**src/rtl/vram_fifo_pkg.sv**
```systemverilog
// -----------------------------------------------------------------------------
// vram_fifo_pkg
// Shared types and defaults for the VRAM write snooper.
//   - det_state_e  : write-detector states (IDLE / ARMED / CAPTURED)
//   - VRAM_DEF_BASE / VRAM_DEF_SIZE_LOG2 : default snooped window (0xB8000, 32 KiB)
//   - vram_entry_t : layout of one queued write {window offset, byte} for the
//                    default window size; the top packs the same fields in the
//                    same order for any configured window size.
// -----------------------------------------------------------------------------
package vram_fifo_pkg;

    localparam logic [19:0] VRAM_DEF_BASE      = 20'hB8000;
    localparam int          VRAM_DEF_SIZE_LOG2 = 15;
    localparam int          VRAM_DATA_W        = 8;

    typedef enum logic [1:0] {
        DET_IDLE     = 2'd0,
        DET_ARMED    = 2'd1,
        DET_CAPTURED = 2'd2
    } det_state_e;

    typedef struct packed {
        logic [VRAM_DEF_SIZE_LOG2-1:0] offset;
        logic [VRAM_DATA_W-1:0]        data;
    } vram_entry_t;

endpackage

```
**src/rtl/vram_fifo_core.sv**
```systemverilog
// -----------------------------------------------------------------------------
// vram_fifo_core
// Generic show-ahead synchronous FIFO, single clock, synchronous active-high
// reset.
// Ports:
//   clock, reset   : clock and synchronous reset
//   push           : allocate a new entry with push_data (ignored when full,
//                    unless a pop happens in the same cycle)
//   pop            : remove the head entry (ignored when empty)
//   overwrite      : replace the data of the tail entry with push_data
//                    without changing the level (ignored when empty; the
//                    caller never asserts it together with push)
//   push_data      : data written by push / overwrite
//   head_data      : storage contents at the read pointer (combinational)
//   tail_data      : storage contents of the most recently written entry
//   level          : number of entries held
//   full, empty    : level == depth, level == 0
// -----------------------------------------------------------------------------
module vram_fifo_core #(
    parameter int DEPTH_LOG2 = 4,
    parameter int WIDTH      = 8
) (
    input  logic                  clock,
    input  logic                  reset,
    input  logic                  push,
    input  logic                  pop,
    input  logic                  overwrite,
    input  logic [WIDTH-1:0]      push_data,
    output logic [WIDTH-1:0]      head_data,
    output logic [WIDTH-1:0]      tail_data,
    output logic [DEPTH_LOG2:0]   level,
    output logic                  full,
    output logic                  empty
);

    localparam int DEPTH   = 2 ** DEPTH_LOG2;
    localparam int LEVEL_W = DEPTH_LOG2 + 1;

    logic [WIDTH-1:0]      mem_q [DEPTH];
    logic [WIDTH-1:0]      mem_d [DEPTH];
    logic [DEPTH_LOG2-1:0] rd_ptr_q, rd_ptr_d;
    logic [DEPTH_LOG2-1:0] wr_ptr_q, wr_ptr_d;
    logic [LEVEL_W-1:0]    level_q, level_d;

    logic                  pop_s;
    logic                  push_s;
    logic                  overwrite_s;
    logic [DEPTH_LOG2-1:0] tail_ptr_s;

    assign empty = (level_q == LEVEL_W'(0));
    assign full  = (level_q == LEVEL_W'(DEPTH));

    // A pop on an empty FIFO is meaningless; a push into a full FIFO only
    // fits when the head leaves in the same cycle.
    assign pop_s       = pop & ~empty;
    assign push_s      = push & (~full | pop_s);
    assign overwrite_s = overwrite & ~empty;

    assign tail_ptr_s = wr_ptr_q - DEPTH_LOG2'(1);
    assign head_data  = mem_q[rd_ptr_q];
    assign tail_data  = mem_q[tail_ptr_s];
    assign level      = level_q;

    // Next-state for storage, pointers and level.
    always_comb begin
        mem_d    = mem_q;
        rd_ptr_d = rd_ptr_q;
        wr_ptr_d = wr_ptr_q;
        level_d  = level_q;

        if (push_s) begin
            mem_d[wr_ptr_q] = push_data;
            wr_ptr_d        = wr_ptr_q + DEPTH_LOG2'(1);
        end else if (overwrite_s) begin
            mem_d[tail_ptr_s] = push_data;
        end else begin
            wr_ptr_d = wr_ptr_q;
        end

        if (pop_s) begin
            rd_ptr_d = rd_ptr_q + DEPTH_LOG2'(1);
        end else begin
            rd_ptr_d = rd_ptr_q;
        end

        case ({push_s, pop_s})
            2'b10:   level_d = level_q + LEVEL_W'(1);
            2'b01:   level_d = level_q - LEVEL_W'(1);
            default: level_d = level_q;
        endcase
    end

    // Storage, pointer and level registers.
    always_ff @(posedge clock) begin
        if (reset) begin
            for (int i = 0; i < DEPTH; i++) begin
                mem_q[i] <= {WIDTH{1'b0}};
            end
            rd_ptr_q <= {DEPTH_LOG2{1'b0}};
            wr_ptr_q <= {DEPTH_LOG2{1'b0}};
            level_q  <= {LEVEL_W{1'b0}};
        end else begin
            mem_q    <= mem_d;
            rd_ptr_q <= rd_ptr_d;
            wr_ptr_q <= wr_ptr_d;
            level_q  <= level_d;
        end
    end

endmodule

```
**src/rtl/vram_write_fifo.sv**
```systemverilog
// -----------------------------------------------------------------------------
// vram_write_fifo
// Snoops CPU memory writes that fall inside the video RAM window and queues
// each one as {window offset, byte} for the video-memory port.
// Optional build macro: VRAM_WRITE_FIFO_COALESCE_EN -- a capture whose offset
// matches the tail entry rewrites that entry's byte instead of allocating.
// Ports:
//   clock, reset        : CPU clock, synchronous active-high reset
//   enable              : snoop enable (draining continues when low)
//   address             : CPU bus address
//   internal_data_bus   : CPU write data
//   memory_write_n      : active-low memory write strobe
//   vram_address        : head entry offset (0 when empty)
//   vram_data           : head entry byte (0 when empty)
//   vram_valid          : FIFO not empty
//   vram_ready          : consumer takes the head entry this cycle
//   fifo_level          : number of queued entries
//   overflow            : sticky, a capture was dropped
//   overflow_clear      : clears overflow (a simultaneous drop wins)
// -----------------------------------------------------------------------------
module vram_write_fifo
    import vram_fifo_pkg::*;
#(
    parameter int          DEPTH_LOG2       = 4,
    parameter logic [19:0] WINDOW_BASE      = VRAM_DEF_BASE,
    parameter int          WINDOW_SIZE_LOG2 = VRAM_DEF_SIZE_LOG2
) (
    input  logic                        clock,
    input  logic                        reset,
    input  logic                        enable,
    input  logic [19:0]                 address,
    input  logic [7:0]                  internal_data_bus,
    input  logic                        memory_write_n,
    output logic [WINDOW_SIZE_LOG2-1:0] vram_address,
    output logic [7:0]                  vram_data,
    output logic                        vram_valid,
    input  logic                        vram_ready,
    output logic [DEPTH_LOG2:0]         fifo_level,
    output logic                        overflow,
    input  logic                        overflow_clear
);

    localparam int ENTRY_W = WINDOW_SIZE_LOG2 + VRAM_DATA_W;
    localparam int LEVEL_W = DEPTH_LOG2 + 1;

    det_state_e                  state_q, state_d;
    logic                        overflow_q, overflow_d;

    logic                        hit_s;
    logic                        capture_s;
    logic                        coalesce_s;
    logic                        alloc_s;
    logic                        pop_s;
    logic                        drop_s;
    logic [WINDOW_SIZE_LOG2-1:0] offset_s;
    logic [ENTRY_W-1:0]          push_entry_s;
    logic [ENTRY_W-1:0]          head_entry_s;
    logic [ENTRY_W-1:0]          tail_entry_s;
    logic [LEVEL_W-1:0]          level_s;
    logic                        full_s;
    logic                        empty_s;

    // The window is aligned to its size, so the offset is simply the low bits.
    assign hit_s = enable & ~memory_write_n &
                   (address[19:WINDOW_SIZE_LOG2] == WINDOW_BASE[19:WINDOW_SIZE_LOG2]);
    assign offset_s     = address[WINDOW_SIZE_LOG2-1:0];
    assign push_entry_s = {offset_s, internal_data_bus};

    // Write-detector state register.
    always_ff @(posedge clock) begin
        if (reset) begin
            state_q <= DET_IDLE;
        end else begin
            state_q <= state_d;
        end
    end

    // Write-detector next state: a capture needs two consecutive hit samples,
    // then the detector waits for the strobe to rise so one bus cycle yields
    // exactly one capture.
    always_comb begin
        state_d   = state_q;
        capture_s = 1'b0;
        if (!enable) begin
            state_d = DET_IDLE;
        end else begin
            case (state_q)
                DET_IDLE: begin
                    if (hit_s) begin
                        state_d = DET_ARMED;
                    end else begin
                        state_d = DET_IDLE;
                    end
                end
                DET_ARMED: begin
                    if (hit_s) begin
                        state_d   = DET_CAPTURED;
                        capture_s = 1'b1;
                    end else begin
                        state_d = DET_IDLE;
                    end
                end
                DET_CAPTURED: begin
                    if (memory_write_n) begin
                        state_d = DET_IDLE;
                    end else begin
                        state_d = DET_CAPTURED;
                    end
                end
                default: begin
                    state_d = DET_IDLE;
                end
            endcase
        end
    end

    // Head leaves only when something is actually presented.
    assign pop_s = vram_ready & ~empty_s;

`ifdef VRAM_WRITE_FIFO_COALESCE_EN
    // Merge with the tail entry when offsets match, unless that tail is the
    // single entry leaving this very cycle.
    always_comb begin
        coalesce_s = 1'b0;
        if (capture_s && !empty_s &&
            (tail_entry_s[ENTRY_W-1:VRAM_DATA_W] == offset_s) &&
            !((level_s == LEVEL_W'(1)) && pop_s)) begin
            coalesce_s = 1'b1;
        end else begin
            coalesce_s = 1'b0;
        end
    end
`else
    assign coalesce_s = 1'b0;
    logic unused_tail_s;
    assign unused_tail_s = ^tail_entry_s;
`endif

    assign alloc_s = capture_s & ~coalesce_s;
    assign drop_s  = alloc_s & full_s & ~pop_s;

    vram_fifo_core #(
        .DEPTH_LOG2 (DEPTH_LOG2),
        .WIDTH      (ENTRY_W)
    ) u_core (
        .clock      (clock),
        .reset      (reset),
        .push       (alloc_s),
        .pop        (pop_s),
        .overwrite  (coalesce_s),
        .push_data  (push_entry_s),
        .head_data  (head_entry_s),
        .tail_data  (tail_entry_s),
        .level      (level_s),
        .full       (full_s),
        .empty      (empty_s)
    );

    // Sticky overflow next state; a drop beats a clear in the same cycle.
    always_comb begin
        overflow_d = overflow_q;
        if (drop_s) begin
            overflow_d = 1'b1;
        end else if (overflow_clear) begin
            overflow_d = 1'b0;
        end else begin
            overflow_d = overflow_q;
        end
    end

    // Sticky overflow register.
    always_ff @(posedge clock) begin
        if (reset) begin
            overflow_q <= 1'b0;
        end else begin
            overflow_q <= overflow_d;
        end
    end

    // Show-ahead head presentation, forced to zero while empty.
    always_comb begin
        vram_address = {WINDOW_SIZE_LOG2{1'b0}};
        vram_data    = 8'h00;
        if (!empty_s) begin
            vram_address = head_entry_s[ENTRY_W-1:VRAM_DATA_W];
            vram_data    = head_entry_s[VRAM_DATA_W-1:0];
        end else begin
            vram_address = {WINDOW_SIZE_LOG2{1'b0}};
            vram_data    = 8'h00;
        end
    end

    assign vram_valid = ~empty_s;
    assign fifo_level = level_s;
    assign overflow   = overflow_q;

endmodule

```
**config.mk**
```make
export PLATFORM = sky130hd
export DESIGN_NAME = vram_write_fifo
export DESIGN_NICKNAME = d
export VERILOG_FILES = /design/src/rtl/vram_fifo_pkg.sv /design/src/rtl/vram_fifo_core.sv /design/src/rtl/vram_write_fifo.sv
export SDC_FILE = /design/constraint.sdc
export NUM_CORES = 1
export LEC_CHECK = 0
export CELL_PAD_IN_SITES_DETAIL_PLACEMENT = 0
export CELL_PAD_IN_SITES_GLOBAL_PLACEMENT = 1
export CORE_MARGIN = 4
export CORE_UTILIZATION = 30
export CTS_BUF_LIST = sky130_fd_sc_hd__clkbuf_2 sky130_fd_sc_hd__clkbuf_4 sky130_fd_sc_hd__clkbuf_8
export CTS_CLUSTER_SIZE = 28
export DETAILED_ROUTE_END_ITERATION = 12
export PLACE_DENSITY = 0.52
export SYNTH_ARGS = -nofsm -noshare
export SYNTH_HDL_FRONTEND = slang
export SYNTH_SLANG_ARGS = --single-unit
```
**constraint.sdc**
```tcl
create_clock -name clock -period 4.75 [get_ports clock]
set_clock_uncertainty 0.2 [all_clocks]
set_input_delay 0.475 -clock clock [delete_from_list [all_inputs] [get_ports clock]]
set_output_delay 0.475 -clock clock [all_outputs]
set_load 0.03 [all_outputs]
```
==> reports/qor.csv <==
metric,value,unit
synthesis.area,16900,sq um
tritoncts,yes,
port_buffers,63,
wl_per_cell,23.2,um
cts_num_sinks,384,
synth-main-ff-cell,dfxtp_1,
reg2reg_depth,9,
via_per_inst,5.03,
end_kind,output pin,
synth.most_common_cell,nand2_1,
post_cts_resized,0,
critPathMaxStageDelay,0.64,ns
drv_slew,0,
synth_top_area_frac,0.454,
worst_ep_arrival_time,3.45,ns
die_area,60300,sq um
synth-seq-cells,384,
post_cts_buffers,0,
clock_latency,0.64,ns
rows,86,
drtIter0Drc,1050,
post-route-period-util,0.869,
die_y,246,um
synth_nets,1985,
fillers,5715,
io_pins,64,
postCtsHoldBufs,0,
synthesis.instances,1942,
first_global_vias,13400,
path_cells,buf_12 -> mux4_2 -> mux4_2 -> and2_1 -> clkdlybuf4s50_1,
multi_input_area,8120,sq um
clock-root-buffer,clkbuf_8,
initial_core_util,0.305,
setup_violations,0,
path_common_cell,mux4_2,
die_x,246,um
grt_max_degree,143,
path_class,register to output pin,
drc_errors,0,
worstMarginPinSlew,1.08,ns
final_hold_viol_count,0,
clk_pin_slew,0.06,ns
drive_gt1_frac,0.154,
hold_depth,2,
numCtsBuffers,72,
p_per_area,388,nW/um^2
p_leak,6.12,nW
async_flop_share,0,
slew-limit-headroom,0.278,
crit_slowest_cell,dfxtp_4,
hp-class,primary input to register,
fin_crit,4.13,ns
worst_ep_required_time,4.07,ns
synth-edff-count,0,
area_growth,14.0,%
ys_seq_area_frac,0.454,
maxCapViolCount,0,
syn_avg_cell_area,8.72,sq um
synth.area.top_cells,"dfxtp_1, nand2_1, mux4_2",
max_freq,242,MHz
synth_top_area_cell,dfxtp_1,
ir_worst_vdd,204,uV
finalSetupTns,0,ns
htree_levels,3,
drtAntennaViolNets,0,
first_pass_iters,7,
routabilityCongestion,0.746,
grt_pass1_wl,93.0,mm
fin_nets,1976,
clockBufferDepth,3,
worstPathMaxFanout,28,
rsz0062_at_grt,false,
yosys_warnings,0,
grt_overflow,0,
core_area,55500,sq um
num_vias,13700,
synth_cell_types,37,
wl,63.4,mm
hpwl,34.4,mm
stdcell_count,2725,
status,completed,
antenna_found_initial,1,
dp_cells,2607,
synthTopCellsByCount,"nand2_1, dfxtp_1, a21oi_1",
groute.usage.overall,0.209,
regArea,7700,sq um
start_kind,register,
## stage by stage
stage	utilization	setup WS, ns	cell area (sq um)	total power [W]	hold WS, ns
finish	0.348	0.621	19300	0.00748	0.152
global route	0.348	0.455	19300	0.00782	0.199
CTS	0.348	0.513	19300	0.00762	0.169
detailed placement	0.322	0.963	17900	0.00436	0.240
global placement	0.322	0.965	17900	0.00437	0.235
floorplan	-	1.65	16900	0.00406	0.229
## path summary, 6_finish.rpt
path / start / to / slack (ns)
max: u_core.rd_ptr_q[1] / vram_address[8] / 0.62
min: reset / u_core.level[3] / 0.15
max reg2reg: u_core.level[0] / u_core.level[4] / 1.40
min reg2reg: u_core.mem_q[56] / u_core.mem_q[56] / 0.25
## critical path: cells and delay by family (launching register included)
kind,cells,cell delay [ns]
buf+inv,2,0.90
flops,1,0.64
mux,2,1.05
simple gates,1,0.20
## per-layer routing
layer	part of all wire	vias to the layer above	global-route usage
met4	0.021	2	0.0597
met2	0.46	382	0.329
met5	0.00011	-	0
met3	0.054	86	0.0369
met1	0.47	6776	0.296
li1	-	6463	-
## registers in the layout (all words and copies together) (netlist names)
register	count
u_core.wr_ptr_q	4
u_core.mem_q	368
overflow	1
u_core.level	5
state_q	2
u_core.rd_ptr_q	4
## cells in the final DEF (no fill, tap or decap), types with 4 or more instances in the layout
| cell type | netlist | routed |
|---|---|---|
| and2_1 | 24 | 24 |
| buf_12 | 0 | 5 |
| mux4_2 | 115 | 115 |
| clkbuf_8 | 0 | 88 |
| and3_1 | 16 | 16 |
| nand3_1 | 14 | 14 |
| dfxtp_1 | 384 | 380 |
| a21oi_1 | 371 | 371 |
| nand3_2 | 4 | 4 |
| clkinv_2 | 0 | 9 |
| clkdlybuf4s50_1 | 0 | 62 |
| mux2i_1 | 5 | 5 |
| nor2_1 | 18 | 18 |
| buf_4 | 26 | 52 |
| nand2_1 | 741 | 741 |
| ha_1 | 8 | 8 |
| clkbuf_4 | 0 | 17 |
| xor2_1 | 5 | 5 |
## power by group
group / switching [W] / total (W) / internal (W)
clock network: 0.00143 / 0.00322 / 0.00179
registers: 0.0000486 / 0.00329 / 0.00324
logic: 0.000599 / 0.000974 / 0.000375
total: 0.00208 / 0.00748 / 0.00541
## area by class of cell
cell class	count	share of cell area
clock inverters	12	0.00350
clock buffers	105	0.0694
multi-input cells	1352	0.421
flip-flops and latches	384	0.399
well taps	748	0.0485
repair buffers	120	0.0583
inverters	3	0.000583
diodes	1	0.000130
## logic make-up after synthesis
| kind of cell | share of synthesized area |
|---|---|
| multiplexers | 0.157 |
| XOR/XNOR | 0.00414 |
| AO/OA/AOI/OAI | 0.115 |
| AND/OR/NAND/NOR | 0.197 |
| adder cells (fa/ha/maj) | 0.00709 |
| flip-flops | 0.454 |
| buffers and inverters | 0.0665 |
(Power assumes the default switching activity.)
